--- src/rtl/trng_ctrl.sv ---
// trng_ctrl: controller for a ring-oscillator TRNG.
//   Runs a warm-up period, then gathers 32-bit words from the TRNG, either as
//   raw bits or through a von Neumann debiaser. Every raw sample also goes
//   through a repetition-count health test. Completed words are offered with a
//   valid/ready handshake.
// Ports:
//   clk        in   single clock; trng_out is sampled on the rising edge
//   reset      in   asynchronous, active-high reset
//   enable     in   level request to run; deasserting it aborts any activity
//   debias_en  in   1 = von Neumann debiasing, 0 = raw bits (latched in IDLE)
//   trng_en    out  enable to the ring-oscillator TRNG
//   trng_out   in   random bit from the TRNG, already in the clk domain
//   data       out  collected word, newest bit in bit 0
//   data_valid out  data holds a complete word
//   data_ready in   consumer accepts the word when data_valid && data_ready
//   busy       out  high while warming up or collecting
//   error      out  health-test failure; sticky until enable goes low
module trng_ctrl #(
  parameter int WARMUP_CYCLES = 64,
  parameter int REPEAT_LIMIT  = 32
) (
  input  logic        clk,
  input  logic        reset,
  input  logic        enable,
  input  logic        debias_en,
  output logic        trng_en,
  input  logic        trng_out,
  output logic [31:0] data,
  output logic        data_valid,
  input  logic        data_ready,
  output logic        busy,
  output logic        error
);

  typedef enum logic [2:0] {
    S_IDLE,
    S_WARMUP,
    S_COLLECT,
    S_VALID,
    S_ERROR
  } state_t;

  localparam logic [15:0] WARM_LAST = 16'(WARMUP_CYCLES - 1);
  localparam logic [8:0]  RUN_LIMIT = 9'(REPEAT_LIMIT);

  state_t      r_state;
  state_t      w_nstate;
  logic        r_mode;
  logic [15:0] r_wcnt;
  logic [5:0]  r_bcnt;
  logic [31:0] r_word;
  logic        r_pair_have;
  logic        r_pair_a;
  logic        r_prev;
  logic        r_prev_vld;
  logic [8:0]  r_run;
  logic        r_trng_en;
  logic        r_valid;
  logic        r_busy;
  logic        r_error;

  logic        w_same;
  logic [8:0]  w_run_nx;
  logic        w_trip;
  logic        w_emit;
  logic        w_bit;
  logic        w_done;
  logic        w_warm_done;

  always_comb begin
    // Health test: the first sample after entering COLLECT has no predecessor
    // and always starts a fresh run of length 1.
    w_same      = r_prev_vld && (trng_out == r_prev);
    w_run_nx    = w_same ? (r_run + 9'd1) : 9'd1;
    w_trip      = (w_run_nx >= RUN_LIMIT);
    // Debias mode only emits on the second sample of a pair, and only when the
    // two samples differ; the emitted bit is the first sample of the pair.
    w_emit      = r_mode ? (r_pair_have && (r_pair_a != trng_out)) : 1'b1;
    w_bit       = r_mode ? r_pair_a : trng_out;
    w_done      = w_emit && (r_bcnt == 6'd31);
    w_warm_done = (r_wcnt == WARM_LAST);

    w_nstate = r_state;
    case (r_state)
      S_IDLE: begin
        if (enable) w_nstate = S_WARMUP;
      end
      S_WARMUP: begin
        if (!enable)          w_nstate = S_IDLE;
        else if (w_warm_done) w_nstate = S_COLLECT;
      end
      S_COLLECT: begin
        // A health failure outranks a word completing on the same sample.
        if (!enable)     w_nstate = S_IDLE;
        else if (w_trip) w_nstate = S_ERROR;
        else if (w_done) w_nstate = S_VALID;
      end
      S_VALID: begin
        if (!enable)         w_nstate = S_IDLE;
        else if (data_ready) w_nstate = S_COLLECT;
      end
      S_ERROR: begin
        if (!enable) w_nstate = S_IDLE;
      end
      default: w_nstate = S_IDLE;
    endcase
  end

  always_ff @(posedge clk or posedge reset) begin
    if (reset) begin
      r_state     <= S_IDLE;
      r_mode      <= 1'b0;
      r_wcnt      <= '0;
      r_bcnt      <= '0;
      r_word      <= '0;
      r_pair_have <= 1'b0;
      r_pair_a    <= 1'b0;
      r_prev      <= 1'b0;
      r_prev_vld  <= 1'b0;
      r_run       <= '0;
      r_trng_en   <= 1'b0;
      r_valid     <= 1'b0;
      r_busy      <= 1'b0;
      r_error     <= 1'b0;
    end else begin
      r_state   <= w_nstate;
      // Outputs are registered from the next state so they line up with it.
      r_trng_en <= (w_nstate == S_WARMUP) || (w_nstate == S_COLLECT) ||
                   (w_nstate == S_VALID);
      r_busy    <= (w_nstate == S_WARMUP) || (w_nstate == S_COLLECT);
      r_valid   <= (w_nstate == S_VALID);
      r_error   <= (w_nstate == S_ERROR);

      if (r_state == S_IDLE) r_mode <= debias_en;

      r_wcnt <= (r_state == S_WARMUP) ? (r_wcnt + 16'd1) : '0;

      if (r_state == S_COLLECT) begin
        r_prev      <= trng_out;
        r_prev_vld  <= 1'b1;
        r_run       <= w_run_nx;
        r_pair_have <= r_mode ? ~r_pair_have : 1'b0;
        r_pair_a    <= trng_out;
        if (w_emit) begin
          r_word <= {r_word[30:0], w_bit};
          r_bcnt <= r_bcnt + 6'd1;
        end
      end else begin
        // Outside COLLECT nothing is sampled, so every (re)entry into COLLECT
        // starts with an empty bit count, pair state and run counter.
        r_bcnt      <= '0;
        r_pair_have <= 1'b0;
        r_pair_a    <= 1'b0;
        r_prev      <= 1'b0;
        r_prev_vld  <= 1'b0;
        r_run       <= '0;
      end
    end
  end

  assign trng_en    = r_trng_en;
  assign data       = r_word;
  assign data_valid = r_valid;
  assign busy       = r_busy;
  assign error      = r_error;

endmodule

--- config.mk ---
export PLATFORM = sky130hd
export DESIGN_NAME = trng_ctrl
export DESIGN_NICKNAME = d
export VERILOG_FILES = /design/src/rtl/trng_ctrl.sv
export SDC_FILE = /design/constraint.sdc
export NUM_CORES = 1
export LEC_CHECK = 0
export CORE_UTILIZATION = 30
export CTS_CLUSTER_DIAMETER = 200
export DETAILED_ROUTE_END_ITERATION = 16
export GPL_TIMING_DRIVEN = 0
export RECOVER_POWER = 25
export SYNTH_ARGS = -nofsm -noshare
export SYNTH_HDL_FRONTEND = slang
export SYNTH_SLANG_ARGS = --single-unit
--- constraint.sdc ---
create_clock -name clk -period 2.7 [get_ports clk]
set_clock_uncertainty 0.2 [all_clocks]
set_input_delay 0.675 -clock clk [delete_from_list [all_inputs] [get_ports clk]]
set_output_delay 0.675 -clock clk [all_outputs]
set_load 0.005 [all_outputs]
Word level (Yosys, flattened, before mapping). Cells that the tools add are included.

Bits in registers: 74. Output and inout bits: 36.

Mux-type cells: 21. Reduce and logical (&&, ||, !) cells: 7. Equal/unequal tests: 13. Add/sub/neg operators: 3. Bitwise logic cells: 1. Magnitude comparators: 1.

Operator list (number): two-way mux 3 bit (9); two-way mux 9 bit (2); adder 16 x 1 -> 16 bit, second input constant (1); equality test 16 x 6 -> 1 bit, second input constant (1); two-way mux 16 bit (1); case mux 3 bit (5 select lines) (1); equality test 3 x 2 -> 1 bit, second input constant (4); two-way mux 6 bit (2); adder 9 x 1 -> 9 bit, second input constant (1); >= comparator 9 x 6 -> 1 bit, second input constant (1); adder 6 x 1 -> 6 bit, second input constant (1); equality test 3 x 1 -> 1 bit, second input constant (2); equality test 3 bit, second input constant (2); equality test 6 x 5 -> 1 bit, second input constant (1); two-way mux 1 bit (6); logical AND 1 bit (3); zero test 3 bit (1); logical OR 1 bit (2); != test 2 bit, second input constant (1); AND reduction 2 bit (1); equality test 1 bit (1); != test 1 bit (1); inverter 1 bit (1).

Longest topological paths before layout. Gate-level depths: netlist of the first run.

Depth in word-level cells: 11. Gate-level depth with buffers: 8.

Least setup slack after synthesis of the first run. No wires, ideal clock.

Path type: input to register. From: input trng_out. To: register r_valid, in the netlist data_valid. Setup slack: 624 ps. Arrival: 1759 ps. Data required time: 2383 ps. Stages: 7. Cell sequence: xnor2_2 > nand2_1 > a311o_1 > o31ai_2 > o311a_4 > inv_2 > and2_4.

Cells in the longest elaborated chain, start to end: 9.

Ends and longest elaborated chain: start: declaration (line 27) `input logic trng_out,`; branches (longest 5 deep; another with >= comparator 9 x 6 -> 1 bit); two-way mux 3 bit * (line 95) `else if (w_trip) w_nstate = S_ERROR;`; two-way mux 3 bit * (line 94) `if (!enable) w_nstate = S_IDLE;`; case mux 3 bit (5 select lines) * (line 84) `case (r_state)`; net w_nstate[0] (line 47) `state_t w_nstate;`; equality test 3 x 2 -> 1 bit * (line 131) `r_valid <= (w_nstate == S_VALID);`; end signal: assignment (line 131); end: declaration (line 58) `logic r_valid;`.

Mark *: on every way through the listed nets, which the timed path passes. A chain may end at the register's enable or synchronous reset.

Final worst setup path of the first run.
From: input trng_out. To: register r_word[12], in the netlist data[12].

Cells in the longest elaborated chain, start to end: 4.

Ends and longest elaborated chain: != test 1 bit (line 78) `w_emit = r_mode ? (r_pair_have && (r_pair_a != trng_out)) : 1'b1;`; logical AND 1 bit (line 78); two-way mux 1 bit (line 78); AND reduction 2 bit (no line); end signal: assignment (line 145) `r_word <= {r_word[30:0], w_bit};`; end: declaration (line 51) `logic [31:0] r_word;`.

Every way passes these cells.

==> results.toml, run 1 <==
[run_status]
status = "completed"

[floorplan]
coreArea_um2 = 10300
die-height_um = 105
die_area_um2 = 11000
start_util_pct = 30.8
boundaryPins = 42
rows = 37
die_w_um = 105

[power]
clkPwrFrac_pct = 43.3
combPwrFrac_pct = 4.2
p_seq_share_pct = 52.4
ir_worst_vdd_v = 0.000260
power_density_nw_per_um2 = 541
swShare_pct = 22.1
intPower_w = 0.00168
power_switching_w = 0.000476
finalPower_w = 0.00216
p_leak_nw = 1.79

[timing]
rsz0062_at_grt = "false"
period_minus_slack_ps = 2430
setup_viol = 0
relSlewSlack_pct = 40.5
fmax_mhz = 411
worst-slew-pin-transition_ps = 891
post-route-period-util_pct = 90.1
hold_violations = 0
setup_ws_ps = 266
finalMaxSlewViolations = 0

[routing]
drt-vias-per-instance = 4.49
routed_wl_um = 5500
drt_iter0_markers = 82
vias = 2057
drtPass1Iterations = 6
antenna_left = 0
wl_per_cell_um = 12.0
drcViolationCount = 0

[setup_path]
rr_endpoint = "data_valid"
critPathMaxFanout = 10
crit_required_ps = 2730
reg2reg_setup_slack_ps = 480
rr_startpoint = "r_run[0]"
crit_path_end_kind = "flip-flop"
rr_worst_depth = 8
worstPathArrival_ps = 2460
cp-start-kind = "input pin"
path_class = "in2reg"

[global_route]
grt_max_degree = 42
track_usage_pct = 11.1
antenna_found_initial = 0
grt.overflow.total = 0
grt_pass1_vias = 2102
grt_first_pass_wirelength_um = 9750

[layout]
antenna_cells = 0
drive_gt1_share_pct = 18.9
final_cells = 458
multiInputGateArea_um2 = 1260
nNetsFinal = 326
register_area_um2 = 1850
syn_to_final_growth_pct = 26.0
fill_cells = 1023

[clock_network]
cts_hold_buf = 0
cts_root_buffer = "clkbuf_8"
cts_tree = "built"
clk_latency_ps = 340
cts.clk_slew.worst_paths_ps = 70
cts_resized = 0
cts_buffer_depth = 2
cts-htree-levels = 3
postCtsSetupBuffers = 0
cts_buffers = 9
cts_num_sinks = 74

[synth]
ys_ff_latch = 74
synth-main-ff-cell = "dfrtp_1"
syn-cell-area_um2 = 3160
synth.distinct_cells = 38
ys_warn_count = 0
seq_area_frac_synth_pct = 58.6
synth-async-reset-ratio_pct = 100
syn-num-nets = 273
avgSynthCellArea_um2 = 12.0
synth_enable_flop_cells = 0
syn_inst = 264

[hold_path]
worstHoldEndpoint = "r_wcnt[0]"
holdPathStages = 1
holdCritPathClass = "reg2reg"
worstHoldStart = "r_wcnt[0]"

[placed_design]
port_buffers = 41
gp_congestion = 0.777
placedCellCount = 442
dp_hpwl_um = 3890
dp_slack_ps = -138

[job]
drv_cap = 0
[worst max path at each step]
stage          cells past startpoint         end      from
2_1_floorplan                      7  data_valid  trng_out
3_3_place_gp                       6     data[8]  trng_out
3_5_place_dp                       6    data[10]  trng_out
4_1_cts                            6    data[12]  trng_out
5_1_grt                            6    data[12]  trng_out
6_report                           6    data[12]  trng_out
[layer usage]
metal | global-route usage (%) | share of wire [%] | up-vias
li1 | - | - | 1019
met1 | 14.3 | 49 | 1003
met2 | 17.1 | 46 | 26
met3 | 3.49 | 3.8 | 9
met4 | 5.13 | 1.5 | 0
met5 | 0 | 0 | -
[kinds of logic (layout without fill, tap and decap cells)]
| kind of cell | after synthesis | count (layout) | share of synthesized area [%] |
|---|---|---|---|
| simple gates | 92 | 92 | 14.2 |
| flops | 74 | 74 | 58.6 |
| mux | 34 | 34 | 12.0 |
| xor+xnor | 26 | 26 | 7.44 |
| compound gates | 22 | 22 | 4.83 |
| buf+inv | 13 | 71 | 1.70 |
| fa+ha+maj | 3 | 3 | 1.19 |
[power by group through the flow]
stage          Sequential [W]  Clock, W  Combinational, W
2_1_floorplan         0.00115         0         0.0000591
3_3_place_gp          0.00115         0         0.0000904
3_5_place_dp          0.00115         0         0.0000956
4_1_cts               0.00113  0.000967         0.0000958
5_1_grt               0.00113   0.00102          0.000105
6_report              0.00113  0.000935         0.0000911
[per-stage QoR]
step                      setup TNS [ps]  area [um2]  hold slack [ps]  utilization [%]
final                                  0        3980              287             38.8
after global routing                   0        3980              304             38.8
after CTS                              0        3990              287             38.8
after detailed placement           -3780        3770              279             36.6
after global placement             -2820        3750              267             36.4
after floorplan                        0        3170              248                -
[layout by cell type, fill, tap and decap left out, types with 2 or more instances in the layout]
| cell type | synthesis | final |
|---|---|---|
| dfrtp_1 | 74 | 74 |
| bufinv_16 | 0 | 2 |
| clkbuf_8 | 0 | 9 |
| ha_1 | 3 | 3 |
| mux2_2 | 32 | 32 |
| and2_4 | 2 | 2 |
| nand3b_1 | 3 | 3 |
| a21oi_1 | 5 | 5 |
| buf_2 | 4 | 3 |
| clkinv_4 | 0 | 3 |
| clkdlybuf4s50_1 | 0 | 40 |
| clkbuf_1 | 2 | 4 |
| xnor2_1 | 10 | 10 |
| a211oi_1 | 2 | 2 |
| nand2b_1 | 2 | 2 |
| nand2_1 | 17 | 17 |
| o21ai_0 | 7 | 7 |
| mux2i_1 | 2 | 2 |
| and3_1 | 7 | 7 |
| nand3_1 | 12 | 12 |
| nor2_1 | 35 | 35 |
| or3_1 | 4 | 4 |
| nor3_1 | 2 | 2 |
| nor4_1 | 2 | 2 |
| inv_1 | 6 | 5 |
| xor2_1 | 15 | 15 |
[cell type report]
cell class / instances / share of cell area, %
buffer: 6 / 0.660
clock buffer: 10 / 3.20
clock inverter: 6 / 2.29
inverter: 7 / 0.754
multi-input combinational: 177 / 31.5
sequential: 74 / 46.5
tap: 136 / 4.27
timing repair buffer: 42 / 10.8
[registers in the layout, summed over array words and instances (netlist names)]
name,flops
busy,1
data,32
data_valid,1
error,1
r_bcnt,6
r_mode,1
r_pair_have,1
r_prev,1
r_prev_vld,1
r_run,9
r_state,3
r_wcnt,16
trng_en,1
[worst max-delay path, stage by stage]
cell and delay, ps:
clkdlybuf4s50_1 480, xnor2_2 290, o21ai_2 140, nand2_1 220, buf_2 290, mux2_2 360
[Yosys cell counts (2+ instances only)]
library cell	instances	share of area, %
nand2b_1	2	0.40
nand2_1	17	2.0
xor2_1	15	4.2
inv_1	6	0.71
clkbuf_1	2	0.24
nor3_1	2	0.32
and2_4	2	0.55
dfrtp_1	74	59
nand3_1	12	1.9
ha_1	3	1.2
and3_1	7	1.4
a21oi_1	5	0.79
nor4_1	2	0.40
o21ai_0	7	1.1
xnor2_1	10	2.8
mux2_2	32	11
or3_1	4	0.79
nor2_1	35	4.2
a211oi_1	2	0.47
nand3b_1	3	0.71
buf_2	4	0.63
mux2i_1	2	0.63
Power figures use the tool's default switching activity.
==> inputs of run 2 (changes only) <==
- CTS_CLUSTER_SIZE: unset -> 16
- clock period: 2.7 -> 2.8 ns (I/O delays scaled with it)
==> run 2 against run 1 <==
Wire length increased by 0.84%. Worst hold slack got worse by 12 ps. Via count increased by 0.88%. Final cell count unchanged. The run now ends with capacitance limit left.
==> results.toml, run 2 (synthesis results as in run 1) <==
[setup_path]
slowest_delay_ps = 620
crit_path_end_kind = "flip-flop"
crit_required_ps = 2820
crit_family = "buffers and inverters"
cp_slowest_cell = "dlygate4sd3_1"
path_class = "in2reg"
crit_cells = 6
crit_buf_inv = 2
rr_worst_depth = 6
path_cells = "dlygate4sd3_1, xnor2_2, o21ai_2, nand2_1, buf_2, mux2_2"
critPathMaxFanout = 10
worstPathArrival_ps = 2600
cp-start-kind = "input pin"

[routing]
drtPass1Iterations = 4
antenna_left = 0
routed_wl_um = 5540
vias = 2075
wl_per_cell_um = 12.1
drt_iter0_markers = 77
drt-vias-per-instance = 4.53
drcViolationCount = 0

[timing]
relSlewSlack_pct = 2.04
setup_ws_ps = 222
hold_ws_ps = 275
fmax_mhz = 388
period_minus_slack_ps = 2580
setup_viol = 0
worst-slew-pin-transition_ps = 1460
rsz0062_at_grt = "false"
post-route-period-util_pct = 92.1
finalMaxSlewViolations = 0
hold_violations = 0

[clock_network]
cts_resized = 0
cts_num_sinks = 74
cts_root_buffer = "clkbuf_8"
cts_buffer_depth = 2
cts_tree = "built"
postCtsSetupBuffers = 0
cts_buffers = 9
cts_hold_buf = 0
clk_latency_ps = 340
cts-htree-levels = 3
cts.clk_slew.worst_paths_ps = 70

[global_route]
grt.overflow.total = 0
track_usage_pct = 11.4
grt_max_degree = 44
grt_first_pass_wirelength_um = 9770
grt_pass1_vias = 2132
antenna_found_initial = 0

[placed_design]
dp_slack_ps = -37.3
dp_hpwl_um = 3870
gp_congestion = 0.734
port_buffers = 41

[layout]
largest_reg_flops = 32
layout_commonest_cell = "dfrtp_1"
antenna_cells = 0
final_cell_mix = "74 x dfrtp_1, 39 x clkdlybuf4s50_1, 35 x nor2_1, 32 x mux2_2, 17 x nand2_1"
nNetsFinal = 326
fill_cells = 1034
syn_to_final_growth_pct = 26.2
drive_gt1_share_pct = 18.9

[floorplan]
rows = 37
die_area_um2 = 11000
die_w_um = 105
coreArea_um2 = 10300
start_util_pct = 30.8
boundaryPins = 42
die-height_um = 105

[hold_path]
holdCritPathClass = "reg2reg"
holdPathStages = 1

[run_status]
status = "finished, violations left"
violations = "capacitance limit"

[power]
finalPower_w = 0.00212
ir_worst_vdd_v = 0.000271
p_leak_nw = 1.79
power_density_nw_per_um2 = 530

[job]
drv_cap = 1
## run 2: cell count changes in the layout (fill, tap and decap cells not counted)
cell / before / now
clkbuf_8: 9 / 11
clkinvlp_2: 0 / 1
clkinv_4: 3 / 1
dlygate4sd3_1: 1 / 2
clkdlybuf4s50_1: 40 / 39
clkinvlp_4: 1 / 0
## run 2: per-stage QoR
step | setup TNS [ps] | util, % | cell area (um2) | instances
6_report | 0 | 38.8 | 3990 | 458
4_1_cts | 0 | 38.9 | 3990 | 458
3_5_place_dp | -465 | 36.6 | 3760 | 442
3_3_place_gp | -91140 | 36.4 | 3740 | 441
5_1_grt | 0 | 38.8 | 3990 | 458
2_1_floorplan | 0 | - | 3160 | 264
## run 2: power by group
group	internal, W	switching [W]	total, W
logic	0.0000358	0.0000514	0.0000872
clock network	0.000551	0.000389	0.000940
registers	0.00108	0.0000101	0.00109
## run 2: final cells by class
cell class	count	area, um2	area share, %
multi-input cells	177	1260	31.5
clock inverters	4	73.8	1.85
inverters	7	27.5	0.690
plain buffers	6	26.3	0.658
clock buffers	12	155	3.89
repair buffers	42	430	10.8
well taps	136	170	4.26
flip-flops and latches	74	1850	46.4
## run 2: worst paths after layout
check / to / slack, ps / from
max reg2reg: data[5] / 590 / r_state[1]
min in group asynchronous: data[9] / 940 / reset
max: data[5] / 220 / trng_out
max in group asynchronous: r_run[3] / 670 / reset
min: r_wcnt[0] / 280 / r_wcnt[0]
min reg2reg: r_wcnt[0] / 280 / r_wcnt[0]
## run 2: layer usage
metal	up-vias	routed length, um	GRT usage [%]
met5	-	0	0
met4	0	178	7.85
met3	13	119	2.12
met2	24	2760	18.6
met1	1022	2490	13.5
li1	1016	-	-
==> inputs of run 3 (changes only) <==
- CTS_BUF_LIST: unset -> sky130_fd_sc_hd__clkbuf_2
==> run 3 against run 2 <==
The flow now finishes without violations. Die area is the same. First-iteration DRC count fell by 3.9%. Setup slack gained 150 ps. Critical endpoint unchanged. Critical path type unchanged. Critical path depth stayed put.
==> results.toml, run 3 (synthesis results as in run 1) <==
[clock_network]
cts_tree = "built"
cts_root_buffer = "clkbuf_2"
postCtsSetupBuffers = 0
clk_latency_ps = 470
cts_resized = 0
cts_num_sinks = 74
cts.clk_slew.worst_paths_ps = 180
cts_hold_buf = 0
cts_buffer_depth = 2
cts-htree-levels = 3
cts_buffers = 9

[run_status]
status = "completed"

[routing]
antenna_left = 0
drt_iter0_markers = 74
drtPass1Iterations = 4
routed_wl_um = 5510
drcViolationCount = 0
drt-vias-per-instance = 4.53
vias = 2073
wl_per_cell_um = 12.0

[setup_path]
path_class = "in2reg"
critPathMaxFanout = 10
crit_path_end_kind = "flip-flop"
worstPathArrival_ps = 2600
cp-start-kind = "input pin"
crit_required_ps = 2970

[floorplan]
die_w_um = 105
rows = 37
coreArea_um2 = 10300
die_area_um2 = 11000
start_util_pct = 30.8
die-height_um = 105
boundaryPins = 42

[hold_path]
holdCritPathClass = "reg2reg"

[power]
swShare_pct = 23.3
power_switching_w = 0.000429
finalPower_w = 0.00184
intPower_w = 0.00141
combPwrFrac_pct = 4.8
power_density_nw_per_um2 = 473
p_seq_share_pct = 59.3
p_leak_nw = 1.76
clkPwrFrac_pct = 35.9
ir_worst_vdd_v = 0.000166

[timing]
setup_ws_ps = 369
finalMaxSlewViolations = 0
fin_setup_tns_ps = 0
fmax_mhz = 411
rsz0062_at_grt = "false"
period_minus_slack_ps = 2430
worst-slew-pin-transition_ps = 1460
setup_viol = 0
relSlewSlack_pct = 2.34
hold_violations = 0
post-route-period-util_pct = 86.8

[placed_design]
gp_congestion = 0.734
port_buffers = 41
dp_slack_ps = -37.3
placedCellCount = 442
dp_hpwl_um = 3870

[layout]
fill_cells = 1045
final_cell_mix = "74 x dfrtp_1, 39 x clkdlybuf4s50_1, 35 x nor2_1, 32 x mux2_2, 17 x nand2_1"
final_core_util_pct = 37.9
largest_reg_flops = 32
antenna_cells = 0
final_cells = 458
nNetsFinal = 326
syn_to_final_growth_pct = 23.2
drive_gt1_share_pct = 18.9
layout_commonest_cell = "dfrtp_1"

[global_route]
track_usage_pct = 11.3
grt_pass1_vias = 2120
antenna_found_initial = 0
grt_first_pass_wirelength_um = 9760
grt.overflow.total = 0
grt_max_degree = 44

[job]
drv_cap = 0
-- run 3: worst max-delay path, cell delays in order --
cell	delay (ps)
dlygate4sd3_1	620
xnor2_2	280
o21ai_2	150
nand2_1	200
buf_2	280
mux2_2	370
-- run 3: final timing paths --
check                                 from        end  slack (ps)  depth (start not counted)
min in group asynchronous            reset    data[9]         790                          2
worst min-delay path             r_wcnt[0]  r_wcnt[0]         290                          1
max in group asynchronous            reset   r_run[3]         810                          3
worst max register to register  r_state[2]    data[5]         610                          6
worst min register to register   r_wcnt[0]  r_wcnt[0]         290                          1
worst max-delay path              trng_out    data[5]         370                          6
-- run 3: per-layer routing --
metal / global-route usage, % / wire length [um]
met1: 13.5 / 2520
met2: 18.7 / 2740
met4: 6.84 / 143
met3: 2.12 / 109
met5: 0 / 0
-- run 3: final cells by class --
class                   count  area (um2)  area share, %
clock inverters             6        81.3           2.09
multi-input cells         177        1260           32.3
flip-flops and latches     74        1850           47.5
repair buffers             42         430           11.1
well taps                 136         170           4.37
inverters                   7        27.5          0.707
clock buffers              10        50.0           1.28
plain buffers               6        27.5          0.707
-- run 3: through the flow --
step                      area, um2  hold WS [ps]
final                          3890           288
after global routing           3890           326
after CTS                      3900           292
after detailed placement       3760           269
after global placement         3740           266
after floorplan                3160           248
-- run 3: power groups by stage --
stage / registers (W) / clock network [W] / logic (W)
floorplan: 0.00111 / 0 / 0.0000567
global placement: 0.00111 / 0 / 0.0000859
detailed placement: 0.00111 / 0 / 0.0000916
CTS: 0.00109 / 0.000693 / 0.0000919
global route: 0.00109 / 0.000739 / 0.000103
finish: 0.00109 / 0.000661 / 0.0000876
